File: src/rtl/bin_to_bcd_if.sv
// Handshake/result bundle for the binary-to-BCD converter.
// The master side requests conversions; the slave side (the converter)
// reports progress and drives the registered BCD result.
interface bin_to_bcd_if #(
    parameter int WIDTH  = 16,
    parameter int DIGITS = 5
);
    logic                  i_start;
    logic [WIDTH-1:0]      i_bin;
    logic                  i_lzb;
    logic                  o_busy;
    logic                  o_done;
    logic [4*DIGITS-1:0]   o_bcd;

    modport master (
        output i_start,
        output i_bin,
        output i_lzb,
        input  o_busy,
        input  o_done,
        input  o_bcd
    );

    modport slave (
        input  i_start,
        input  i_bin,
        input  i_lzb,
        output o_busy,
        output o_done,
        output o_bcd
    );
endinterface

File: src/rtl/bin_to_bcd.sv
// Sequential double-dabble binary-to-BCD converter.
// One conversion takes WIDTH shift cycles plus a one-cycle FINISH state
// that pulses DONE. The result register feeds per-digit 7-segment
// decoders, so optional leading-zero blanking (digit code 4'hF) is applied
// when the result is loaded.
module bin_to_bcd #(
    parameter int WIDTH  = 16,
    parameter int DIGITS = 5
) (
    input  logic           i_clk,
    input  logic           i_rst,
    bin_to_bcd_if.slave    bus
);

    localparam int BCD_W = 4 * DIGITS;
    localparam int CAT_W = BCD_W + WIDTH;
    localparam int CNT_W = $clog2(WIDTH + 1);

    localparam logic [CNT_W-1:0] CNT_LOAD = CNT_W'(WIDTH);
    localparam logic [CNT_W-1:0] CNT_ONE  = CNT_W'(1);

    // True when DIGITS decimal digits can represent every WIDTH-bit value.
    function automatic bit digits_fit(input int w, input int d);
        logic [127:0] pow10;
        logic [127:0] max_bin;
        pow10 = 128'd1;
        for (int i = 0; i < d; i++) begin
            pow10 = pow10 * 128'd10;
        end
        max_bin = (128'd1 << w) - 128'd1;
        return (pow10 > max_bin);
    endfunction

    generate
        if (!digits_fit(WIDTH, DIGITS)) begin : g_digits_too_few
            $error("bin_to_bcd: DIGITS too small for WIDTH");
        end
    endgenerate

    // Double-dabble correction: every digit >= 5 gets +3, no carry between digits.
    function automatic logic [BCD_W-1:0] dabble_adjust(input logic [BCD_W-1:0] s);
        logic [BCD_W-1:0] r;
        logic [3:0]       d;
        r = '0;
        for (int i = 0; i < DIGITS; i++) begin
            d = s[4*i +: 4];
            if (d >= 4'd5) begin
                r[4*i +: 4] = d + 4'd3;
            end else begin
                r[4*i +: 4] = d;
            end
        end
        return r;
    endfunction

    // Replace leading zero digits (never digit 0) with 4'hF when blanking is on.
    function automatic logic [BCD_W-1:0] lzb_blank(input logic [BCD_W-1:0] s,
                                                   input logic            lzb);
        logic [BCD_W-1:0] r;
        logic             zeros_above;
        logic [3:0]       d;
        r           = s;
        zeros_above = lzb;
        for (int i = DIGITS - 1; i >= 1; i--) begin
            d = s[4*i +: 4];
            if (zeros_above && (d == 4'd0)) begin
                r[4*i +: 4] = 4'hF;
            end else begin
                r[4*i +: 4] = d;
                zeros_above = 1'b0;
            end
        end
        return r;
    endfunction

    typedef enum logic [1:0] {
        ST_IDLE   = 2'd0,
        ST_SHIFT  = 2'd1,
        ST_FINISH = 2'd2
    } state_t;

    state_t             r_state;
    logic [CNT_W-1:0]   r_cnt;
    logic [BCD_W-1:0]   r_scratch;
    logic [WIDTH-1:0]   r_shift;
    logic               r_lzb;
    logic [BCD_W-1:0]   r_bcd;
    logic               r_busy;
    logic               r_done;

    logic [BCD_W-1:0]   w_adj;
    logic [CAT_W-1:0]   w_cat;
    logic [BCD_W-1:0]   w_scratch_nxt;
    logic [WIDTH-1:0]   w_shift_nxt;
    logic [BCD_W-1:0]   w_bcd_nxt;

    // One double-dabble step on {scratch, shift} and the blanked result it would yield.
    always_comb begin
        w_adj         = dabble_adjust(r_scratch);
        w_cat         = {w_adj, r_shift} << 1'b1;
        w_scratch_nxt = w_cat[CAT_W-1:WIDTH];
        w_shift_nxt   = w_cat[WIDTH-1:0];
        w_bcd_nxt     = lzb_blank(w_scratch_nxt, r_lzb);
    end

    // Control FSM with datapath registers and registered BUSY/DONE/BCD outputs.
    always_ff @(posedge i_clk or posedge i_rst) begin
        if (i_rst) begin
            r_state   <= ST_IDLE;
            r_cnt     <= '0;
            r_scratch <= '0;
            r_shift   <= '0;
            r_lzb     <= 1'b0;
            r_bcd     <= '0;
            r_busy    <= 1'b0;
            r_done    <= 1'b0;
        end else begin
            case (r_state)
                ST_IDLE: begin
                    r_done <= 1'b0;
                    if (bus.i_start) begin
                        // Fresh scratch each time so conversions never share state.
                        r_shift   <= bus.i_bin;
                        r_lzb     <= bus.i_lzb;
                        r_scratch <= '0;
                        r_cnt     <= CNT_LOAD;
                        r_busy    <= 1'b1;
                        r_state   <= ST_SHIFT;
                    end else begin
                        r_busy  <= 1'b0;
                        r_state <= ST_IDLE;
                    end
                end
                ST_SHIFT: begin
                    r_scratch <= w_scratch_nxt;
                    r_shift   <= w_shift_nxt;
                    r_cnt     <= r_cnt - CNT_ONE;
                    if (r_cnt == CNT_ONE) begin
                        // Last step: result is the scratch value this step produces.
                        r_bcd   <= w_bcd_nxt;
                        r_busy  <= 1'b0;
                        r_done  <= 1'b1;
                        r_state <= ST_FINISH;
                    end else begin
                        r_busy  <= 1'b1;
                        r_done  <= 1'b0;
                        r_state <= ST_SHIFT;
                    end
                end
                ST_FINISH: begin
                    r_busy  <= 1'b0;
                    r_done  <= 1'b0;
                    r_state <= ST_IDLE;
                end
                default: begin
                    r_busy  <= 1'b0;
                    r_done  <= 1'b0;
                    r_state <= ST_IDLE;
                end
            endcase
        end
    end

    assign bus.o_busy = r_busy;
    assign bus.o_done = r_done;
    assign bus.o_bcd  = r_bcd;

endmodule
File: src/flat_wrapper.sv
// flat-port wrapper written by rule: the top's interface ports become plain ports
module bin_to_bcd_flat 
#(
    parameter int WIDTH  = 16,
    parameter int DIGITS = 5
)
  (i_clk, i_rst, bus_i_start, bus_i_bin, bus_i_lzb, bus_o_busy, bus_o_done, bus_o_bcd);
  bin_to_bcd_if #(.WIDTH(WIDTH), .DIGITS(DIGITS)) bus_i ();
  input  logic i_clk;
  input  logic i_rst;
  input wire logic [$bits(bus_i.i_start)-1:0] bus_i_start;
  input wire logic [$bits(bus_i.i_bin)-1:0] bus_i_bin;
  input wire logic [$bits(bus_i.i_lzb)-1:0] bus_i_lzb;
  output wire logic [$bits(bus_i.o_busy)-1:0] bus_o_busy;
  output wire logic [$bits(bus_i.o_done)-1:0] bus_o_done;
  output wire logic [$bits(bus_i.o_bcd)-1:0] bus_o_bcd;
  assign bus_i.i_start = bus_i_start;
  assign bus_i.i_bin = bus_i_bin;
  assign bus_i.i_lzb = bus_i_lzb;
  assign bus_o_busy = bus_i.o_busy;
  assign bus_o_done = bus_i.o_done;
  assign bus_o_bcd = bus_i.o_bcd;
  bin_to_bcd #(.WIDTH(WIDTH), .DIGITS(DIGITS)) u_core (.i_clk(i_clk), .i_rst(i_rst), .bus(bus_i));
endmodule
File: config.mk
export PLATFORM = sky130hd
export DESIGN_NAME = bin_to_bcd_flat
export DESIGN_NICKNAME = d
export VERILOG_FILES = /design/src/rtl/bin_to_bcd_if.sv /design/src/rtl/bin_to_bcd.sv /design/src/flat_wrapper.sv
export SDC_FILE = /design/constraint.sdc
export NUM_CORES = 1
export LEC_CHECK = 0
export ABC_AREA = 0
export BUFFER_PORTS_ARGS = -buffer_cell sky130_fd_sc_hd__buf_2
export CORE_ASPECT_RATIO = 0.7
export CORE_MARGIN = 3
export CORE_UTILIZATION = 55
export CTS_CLUSTER_DIAMETER = 50
export CTS_CLUSTER_SIZE = 12
export DETAILED_ROUTE_END_ITERATION = 8
export PLACE_DENSITY = 0.77
export SLEW_MARGIN = 15
export SYNTH_ARGS = -nofsm -noshare
export SYNTH_HDL_FRONTEND = slang
export SYNTH_SLANG_ARGS = --single-unit
File: constraint.sdc
create_clock -name i_clk -period 4.3 [get_ports i_clk]
set_clock_uncertainty 0.05 [all_clocks]
set_input_delay 0.86 -clock i_clk [delete_from_list [all_inputs] [get_ports i_clk]]
set_output_delay 0.86 -clock i_clk [all_outputs]
set_load 0.02 [all_outputs]
Word level (Yosys, flattened, before mapping)
Index checks and enable logic that the tools add are counted.
Storage, ports and cells
  bits in registers: 66
  latch bits: 0
  memory bits (writable): 0
  memory bits (read-only): 0
  input bits: 20
  output and inout bits: 22
  word-level logic and storage cells: 61
  memories: 0
Operators by class
  add/sub/neg operators: 6
  multipliers: 0
  divide/modulo/power cells: 0
  order comparisons: 5
  equality and inequality tests: 3
  shift operators: 0
  muxes and demuxes: 26
  bitwise gates (word level): 0
  reduce and logical (&&, ||, !) cells: 13
Operator list (number)
  case mux 20 bit (2 select lines): 1
  two-way mux 4 bit: 8
  case mux 16 bit (2 select lines): 1
  >= comparator 4 x 3 -> 1 bit (second input constant): 5
  two-way mux 20 bit: 1
  adder 4 x 2 -> 4 bit (second input constant): 4
  logical NOT 4 bit: 4
  two-way mux 16 bit: 1
  case mux 5 bit (2 select lines): 1
  two-way mux 1 bit: 8
  AND reduction 2 bit: 3
  == test 5 x 1 -> 1 bit (second input constant): 1
  two-way mux 5 bit: 1
  subtractor 5 x 1 -> 5 bit (second input constant): 1
  logical AND 1 bit: 4
  case mux 2 bit (2 select lines): 1
  adder 3 x 2 -> 3 bit (second input constant): 1
  two-way mux 3 bit: 1
  == test 2 x 1 -> 1 bit (second input constant): 1
  logical NOT 2 bit: 1
  two-way mux 2 bit: 1
  inequality test 2 bit (second input constant): 1
  case mux 1 bit (2 select lines): 1
  nonzero test 2 bit: 1

Logic depth before layout (Yosys ltp)
Gate-level depths: netlist of run 1.
  word-level depth: 11
  depth in mapped cells: 9
  gate-level depth less buffers: 8

Worst setup path after synthesis of run 1
No wires, ideal clock.
  path type: reg-to-reg
  from: register u_core.r_scratch[16]
  to: register u_core.r_bcd[4], in the netlist u_core.bus.o_bcd[4]
  library setup time: 0.065 ns
  arrival time: 2.344 ns
  data required time: 4.185 ns
  setup slack: 1.841 ns
  cell stages (with the launch flop): 9
  buffers on the path: 0
  period minus slack after synthesis: 2.459 ns
  cell sequence: dfrtp_1 inv_1 ha_1 nand2b_1 a2111o_1 a2111o_1 nand4b_4 o41ai_4 o22a_1
Between the ends
  cells in the longest elaborated chain, start to end: 11
  elaborated cells on any way between the ends: 12
  classes of those cells: 1 x add/sub; 1 x order compare; 5 x mux; 5 x reduce/logical
RTL lines
  from (decl): RTL line bin_to_bcd.sv:84  | logic [BCD_W-1:0] r_scratch;
  from (signal assigned): RTL line bin_to_bcd.sv:135  | r_scratch <= w_scratch_nxt;
  >= comparator 4 x 3 -> 1 bit / adder 3 x 2 -> 3 bit (equally long branches): RTL line bin_to_bcd.sv:47, bin_to_bcd.sv:48
  two-way mux 3 bit *: RTL line bin_to_bcd.sv:47  | if (d >= 4'd5) begin
  logical NOT 4 bit *: RTL line bin_to_bcd.sv:66  | if (zeros_above && (d == 4'd0)) begin
  logical AND 1 bit *: RTL line bin_to_bcd.sv:66
  two-way mux 1 bit *: RTL line bin_to_bcd.sv:66
  logical AND 1 bit: RTL line bin_to_bcd.sv:66
  two-way mux 1 bit *: RTL line bin_to_bcd.sv:66
  logical AND 1 bit: RTL line bin_to_bcd.sv:66
  two-way mux 1 bit *: RTL line bin_to_bcd.sv:66
  logical AND 1 bit *: RTL line bin_to_bcd.sv:66
  two-way mux 4 bit *: RTL line bin_to_bcd.sv:66
  to (signal assigned): RTL line bin_to_bcd.sv:140  | r_bcd <= w_bcd_nxt;
  to (decl): RTL line bin_to_bcd.sv:87  | logic [BCD_W-1:0] r_bcd;
Every way passes the cells marked *; elsewhere a longest branch is shown, timed or not.
A chain may end at the register's enable or synchronous reset.

Worst setup path after layout of run 1
  from: register u_core.r_scratch[16]
  to: register u_core.r_bcd[6], in the netlist u_core.bus.o_bcd[6]
Same word-level chain as after synthesis.

==> results of run 1 <==
-- logic make-up after synthesis --
kind of cell    share of synthesized area (%)
compound gates                           21.2
simple gates                             16.2
flops                                    51.1
buf+inv                                  3.95
fa+ha+maj                                4.79
xor+xnor                                 1.40
mux                                      1.40
-- worst max-delay path by stage --
| stage | end | slack, ns | from | cells past startpoint |
|---|---|---|---|---|
| floorplan | u_core.bus.o_bcd[0] | 1.79 | i_rst | 1 |
| global placement | u_core.bus.o_bcd[7] | 1.69 | u_core.r_scratch[16] | 8 |
| detailed placement | u_core.bus.o_bcd[6] | 1.61 | u_core.r_scratch[16] | 8 |
| CTS | u_core.bus.o_bcd[6] | 1.57 | u_core.r_scratch[16] | 8 |
| global route | u_core.bus.o_bcd[7] | 1.41 | u_core.r_scratch[16] | 8 |
| finish | u_core.bus.o_bcd[6] | 1.54 | u_core.r_scratch[16] | 8 |
-- metal layers --
metal	track usage [%]	up-vias	share of wire, %
met1	31.5	1229	50
met2	29.1	61	45
li1	-	1225	-
met3	7.20	7	4.8
met5	0	-	0
met4	4.89	0	0.93
-- metrics by stage --
step | area [um^2] | util, %
global placement | 3390 | 63.1
finish | 3570 | 66.6
detailed placement | 3390 | 63.1
CTS | 3570 | 66.6
floorplan | 3130 | -
global route | 3570 | 66.6
-- power groups by stage --
| stage | clock network (mW) | registers (mW) | logic (mW) |
|---|---|---|---|
| 2_1_floorplan | 0 | 1.16 | 0.855 |
| 3_3_place_gp | 0 | 1.10 | 1.21 |
| 3_5_place_dp | 0 | 1.11 | 1.25 |
| 4_1_cts | 0.483 | 1.11 | 1.25 |
| 5_1_grt | 0.517 | 1.15 | 1.40 |
| 6_report | 0.476 | 1.11 | 1.24 |
-- synth_stat cells, types with 6 or more instances --
cell type | count | area [um^2]
a21oi_1 | 15 | 75.1
a22oi_1 | 15 | 113
a31oi_1 | 9 | 56.3
clkbuf_1 | 16 | 60.1
dfrtp_1 | 64 | 1600
ha_1 | 12 | 150
inv_1 | 16 | 60.1
nand2_1 | 45 | 169
nand2b_1 | 7 | 43.8
nor2_1 | 16 | 60.1
nor3_1 | 8 | 40.0
nor3b_1 | 6 | 45.0
o21ai_0 | 35 | 175
o21ai_1 | 13 | 65.1
-- state kept, by name (all words and copies together), names as in the netlist --
signal and count:
u_core.r_scratch 20, u_core.r_lzb 1, u_core.r_shift 16, u_core.r_state 1, u_core.bus.o_bcd 20, u_core.bus.o_done 1
u_core.r_cnt 5
-- final cells by class --
type	count	share of cell area, %
inverter	17	1.79
clock buffer	14	4.83
clock inverter	2	0.350
tap	72	2.52
multi-input combinational	228	39.5
sequential	64	44.8
timing repair buffer	43	6.16
-- critical path, stage by stage, from the launching register on --
cell and delay (ns):
dfrtp_1 0.43, inv_1 0.11, ha_1 0.25, nand2b_1 0.11
a2111o_1 0.43, a2111o_1 0.44, nand4b_4 0.23, o41ai_4 0.45
o22a_1 0.18
==> impl_metrics.env, run 1 <==
export IMPL_outcome="finished, final reports clean"
export IMPL_avgSynthCellArea_um2=9.64
export IMPL_irDropWorstVdd_v=0.000414
export IMPL_grt_total_usage_pct=21.0
export IMPL_ys_seq_elements=64
export IMPL_holdCritStartpoint="u_core.r_cnt[4]"
export IMPL_seqPwrFrac_pct=39.2
export IMPL_grt_pass1_wl_um=11000
export IMPL_vias=2522
export IMPL_holdBufCountCts=0
export IMPL_antenna_found_initial=0
export IMPL_vias_per_cell=5.73
export IMPL_wire_per_inst_um=14.7
export IMPL_syn_inst=325
export IMPL_reg2reg_slack_ns=1.54
export IMPL_startpoint_type="flop"
export IMPL_dp_slack_ns=1.61
export IMPL_drive_gt1_share_pct=17.9
export IMPL_num_nets_final=395
export IMPL_antenna_left=0
export IMPL_cts_resized=0
export IMPL_portBuffers=41
export IMPL_worstSetupPathType="reg2reg"
export IMPL_core_mm2=0.00537
export IMPL_post_route_min_period_ns=2.76
export IMPL_fillers=438
export IMPL_start_util_pct=58.4
export IMPL_die_y_um=69.2
export IMPL_rr_startpoint="u_core.r_scratch[16]"
export IMPL_cts_setup_buffers=0
export IMPL_p_sw_share_pct=42.5
export IMPL_intPower_mw=1.63
export IMPL_synth_async_sr_flop_share_pct=100
export IMPL_crit_path_end_kind="flop"
export IMPL_synthesis_area_mm2=0.00313
export IMPL_yosysUniqueCellTypes=38
export IMPL_n_antenna_cell=0
export IMPL_num_io_pins=42
export IMPL_rr_worst_depth=8
export IMPL_fin_ws_ns=1.54
export IMPL_syn_nets=357
export IMPL_totalWireLength_um=6450
export IMPL_area_growth_pct=14.0
export IMPL_clock_latency_ns=0.34
export IMPL_p_comb_share_pct=44.0
export IMPL_grt_pass1_vias=2365
export IMPL_p_total_mw=2.83
export IMPL_fin_tns_setup_ns=0
export IMPL_fin_cells=440
export IMPL_core_rowCount=22
export IMPL_holdWs_ns=0.426
export IMPL_p_sw_mw=1.20
export IMPL_cts_root_buf="clkbuf_8"
export IMPL_r2r_end="u_core.bus.o_bcd[6]"
export IMPL_multi_input_area_mm2=0.00141
export IMPL_first_pass_iters=4
export IMPL_tightest_slew_ns=0.966
export IMPL_yosysWarnings=0
export IMPL_dpl_hpwl_um=4480
export IMPL_slew_headroom_pct=35.5
export IMPL_cap_violations=0
export IMPL_drc=0
export IMPL_drt_initial_drc_count=177
export IMPL_regArea_mm2=0.00160
export IMPL_hold_path_class="reg2reg"
export IMPL_p_leak_nw=1.62
export IMPL_numClockSinks=64
export IMPL_grt_max_degree=43
export IMPL_p_per_area_mw_per_mm2=792
export IMPL_clk_pin_slew_ns=0.07
export IMPL_htree_levels=3
export IMPL_crit_required_ns=4.52
export IMPL_finalHoldViolations=0
export IMPL_pwr_share_clk_pct=16.8
export IMPL_die_x_um=96.2
export IMPL_grt_overflow=0
export IMPL_final_common_cell="dfrtp_1"
export IMPL_max_freq_mhz=363
export IMPL_rsz0062_at_grt="no"
export IMPL_synth_edf_count=0
export IMPL_cts_tree="yes"
export IMPL_worstPathArrival_ns=2.98
export IMPL_clockBufferDepth=2
export IMPL_path_max_fanout=6
export IMPL_ys_seq_area_share_pct=51.1
export IMPL_final_cell_mix="64 x dfrtp_1, 45 x nand2_1, 41 x buf_2"
export IMPL_fin_crit_sh_pct=64.1
export IMPL_cts_buffers=9
export IMPL_finalSetupViolations=0
export IMPL_slew_violations=0
export IMPL_worstHoldEndpoint="u_core.r_cnt[4]"
export IMPL_dp_cells=424
export IMPL_synthFlopType="dfrtp_1"
export IMPL_worstHoldPathCells=1
export IMPL_die_area_mm2=0.00665
export IMPL_gp_congestion=0.842
(Power assumes the default switching activity.)
==> run 2: changes to the inputs <==
CORE_UTILIZATION = 52   (was 55)
PLACE_DENSITY = 0.76   (was 0.77)
clock period = 2.4 ns   (was 4.3 ns; I/O delays follow)
==> run 2 against run 1 <==
  * The run now ends with setup timing left
  * Largest cell class unchanged
  * Sequential power grew 77%
  * Sequential share of layout area is 2.2 points lower
  * Setup slack got worse by 1.7 ns
  * Clock power grew 98%
  * Register-to-register slack worse by 1.7 ns
  * Hold slack got worse by 0.30 ns
  * Final cell count increased by 3.4%
  * Design area increased by 5.2%
  * Via count up 2.3%
  * Sequential cell count unchanged
  * Maximum frequency is 9.3% higher
  * Non-clock buffer count grew 16
==> impl_metrics.env, run 2 (synthesis gave the netlist of run 1 again) <==
export IMPL_slew_headroom_pct=34.3
export IMPL_violations="setup timing"
export IMPL_cts_root_buf="clkbuf_8"
export IMPL_finalSetupViolations=5
export IMPL_startpoint_type="flop"
export IMPL_rr_startpoint="u_core.r_scratch[16]"
export IMPL_cts_buffers=9
export IMPL_drt_initial_drc_count=108
export IMPL_wire_per_inst_um=15.1
export IMPL_cp_cell_sequence="ha_4 > nand2b_4 > a2111o_1 > a2111o_1 > nand4b_4 > o41ai_4 > o22a_1"
export IMPL_antenna_left=0
export IMPL_die_y_um=71.0
export IMPL_grt_max_degree=39
export IMPL_grt_pass1_wl_um=11400
export IMPL_core_mm2=0.00553
export IMPL_dp_cells=436
export IMPL_cap_violations=0
export IMPL_grt_pass1_vias=2400
export IMPL_drc=0
export IMPL_gp_congestion=0.832
export IMPL_htree_levels=3
export IMPL_crit_path_end_kind="flop"
export IMPL_post_route_min_period_ns=2.52
export IMPL_num_nets_final=411
export IMPL_clock_latency_ns=0.34
export IMPL_fin_crit_sh_pct=105
export IMPL_p_leak_nw=1.72
export IMPL_portBuffers=41
export IMPL_worstPathArrival_ns=2.75
export IMPL_cts_tree="yes"
export IMPL_crit_top_cell="a2111o_1"
export IMPL_clk_pin_slew_ns=0.07
export IMPL_fin_cells=455
export IMPL_rsz0062_at_grt="yes"
export IMPL_fin_ws_ns=-0.123
export IMPL_numClockSinks=64
export IMPL_slowest_delay_ns=0.45
export IMPL_grt_total_usage_pct=20.3
export IMPL_die_area_mm2=0.00701
export IMPL_die_x_um=98.8
export IMPL_vias=2580
export IMPL_final_common_cell="dfrtp_1"
export IMPL_area_growth_pct=19.9
export IMPL_outcome="complete, but fails checks"
export IMPL_rr_worst_depth=7
export IMPL_p_per_area_mw_per_mm2=1430
export IMPL_drive_gt1_share_pct=23.0
export IMPL_n_antenna_cell=0
export IMPL_dpl_hpwl_um=4730
export IMPL_max_freq_mhz=396
export IMPL_antenna_found_initial=0
export IMPL_vias_per_cell=5.67
export IMPL_first_pass_iters=4
export IMPL_irDropWorstVdd_v=0.000782
export IMPL_holdBufCountCts=0
export IMPL_holdWs_ns=0.125
export IMPL_core_rowCount=22
export IMPL_clockBufferDepth=2
export IMPL_tightest_slew_ns=0.984
export IMPL_start_util_pct=56.6
export IMPL_finalHoldViolations=0
export IMPL_cp_startpoint="u_core.r_scratch[16]"
export IMPL_num_io_pins=42
export IMPL_grt_overflow=0
export IMPL_crit_required_ns=2.62
export IMPL_path_max_fanout=4
export IMPL_worstSetupPathType="reg2reg"
export IMPL_final_cell_mix="64 x dfrtp_1, 45 x nand2_1, 41 x buf_2"
export IMPL_hold_path_class="in2async"
export IMPL_cp_slowest_cell="a2111o_1"
export IMPL_slew_violations=0
export IMPL_dp_slack_ns=-0.0427
export IMPL_totalWireLength_um=6860
## run 2: final timing paths
kind / endpoint / slack (ns)
worst max register to register: u_core.bus.o_bcd[7] / -0.12
worst max-delay path: u_core.bus.o_bcd[7] / -0.12
min in group i_clk: u_core.r_shift[0] / 0.32
worst min-delay path: u_core.r_scratch[7] / 0.12
worst min register to register: u_core.r_cnt[4] / 0.43
max in group asynchronous: u_core.r_scratch[13] / 1.61
## run 2: per-stage QoR
stage,TNS [ns],util (%),total power [mW],area [um^2]
floorplan,0,-,3.62,3140
global route,-1.16,67.9,5.84,3760
finish,-0.476,67.9,5.39,3760
CTS,-0.0278,67.5,5.37,3730
global placement,0,63.1,4.25,3490
detailed placement,-0.141,63.1,4.36,3490
## run 2: timing repair
item,4_1_cts,5_1_grt
resized for setup,4,2
cloned,0,0
buffers inserted,2,2
endpoints found under the setup margin,6,8
pin swaps,1,6
## run 2: metal layers
metal,vias to the layer above,track usage [%],routed length (um)
li1,1259,-,-
met1,1261,28.4,3220
met2,52,31.0,3310
met3,8,5.42,271
met4,0,6.21,61
met5,-,0,0
## run 2: power by group
part / leakage (nW) / internal [mW] / switching, mW
sequential: 0.798 / 1.57 / 0.396
clock: 0.108 / 0.555 / 0.387
combinational: 0.815 / 1.05 / 1.44
total: 1.72 / 3.17 / 2.22
## run 2: critical path, delay by kind of cell, from the launching register on
family          cells  cell delay [ns]
compound gates      4             1.44
flops               1             0.44
simple gates        2             0.35
fa+ha+maj           1             0.18
## run 2: layout make-up
class | instances | area, um^2
fillers | 429 | 1770
flip-flops and latches | 64 | 1600
multi-input cells | 228 | 1450
repair buffers | 59 | 353
clock buffers | 12 | 165
well taps | 72 | 90.1
inverters | 17 | 63.8
clock inverters | 3 | 40.0
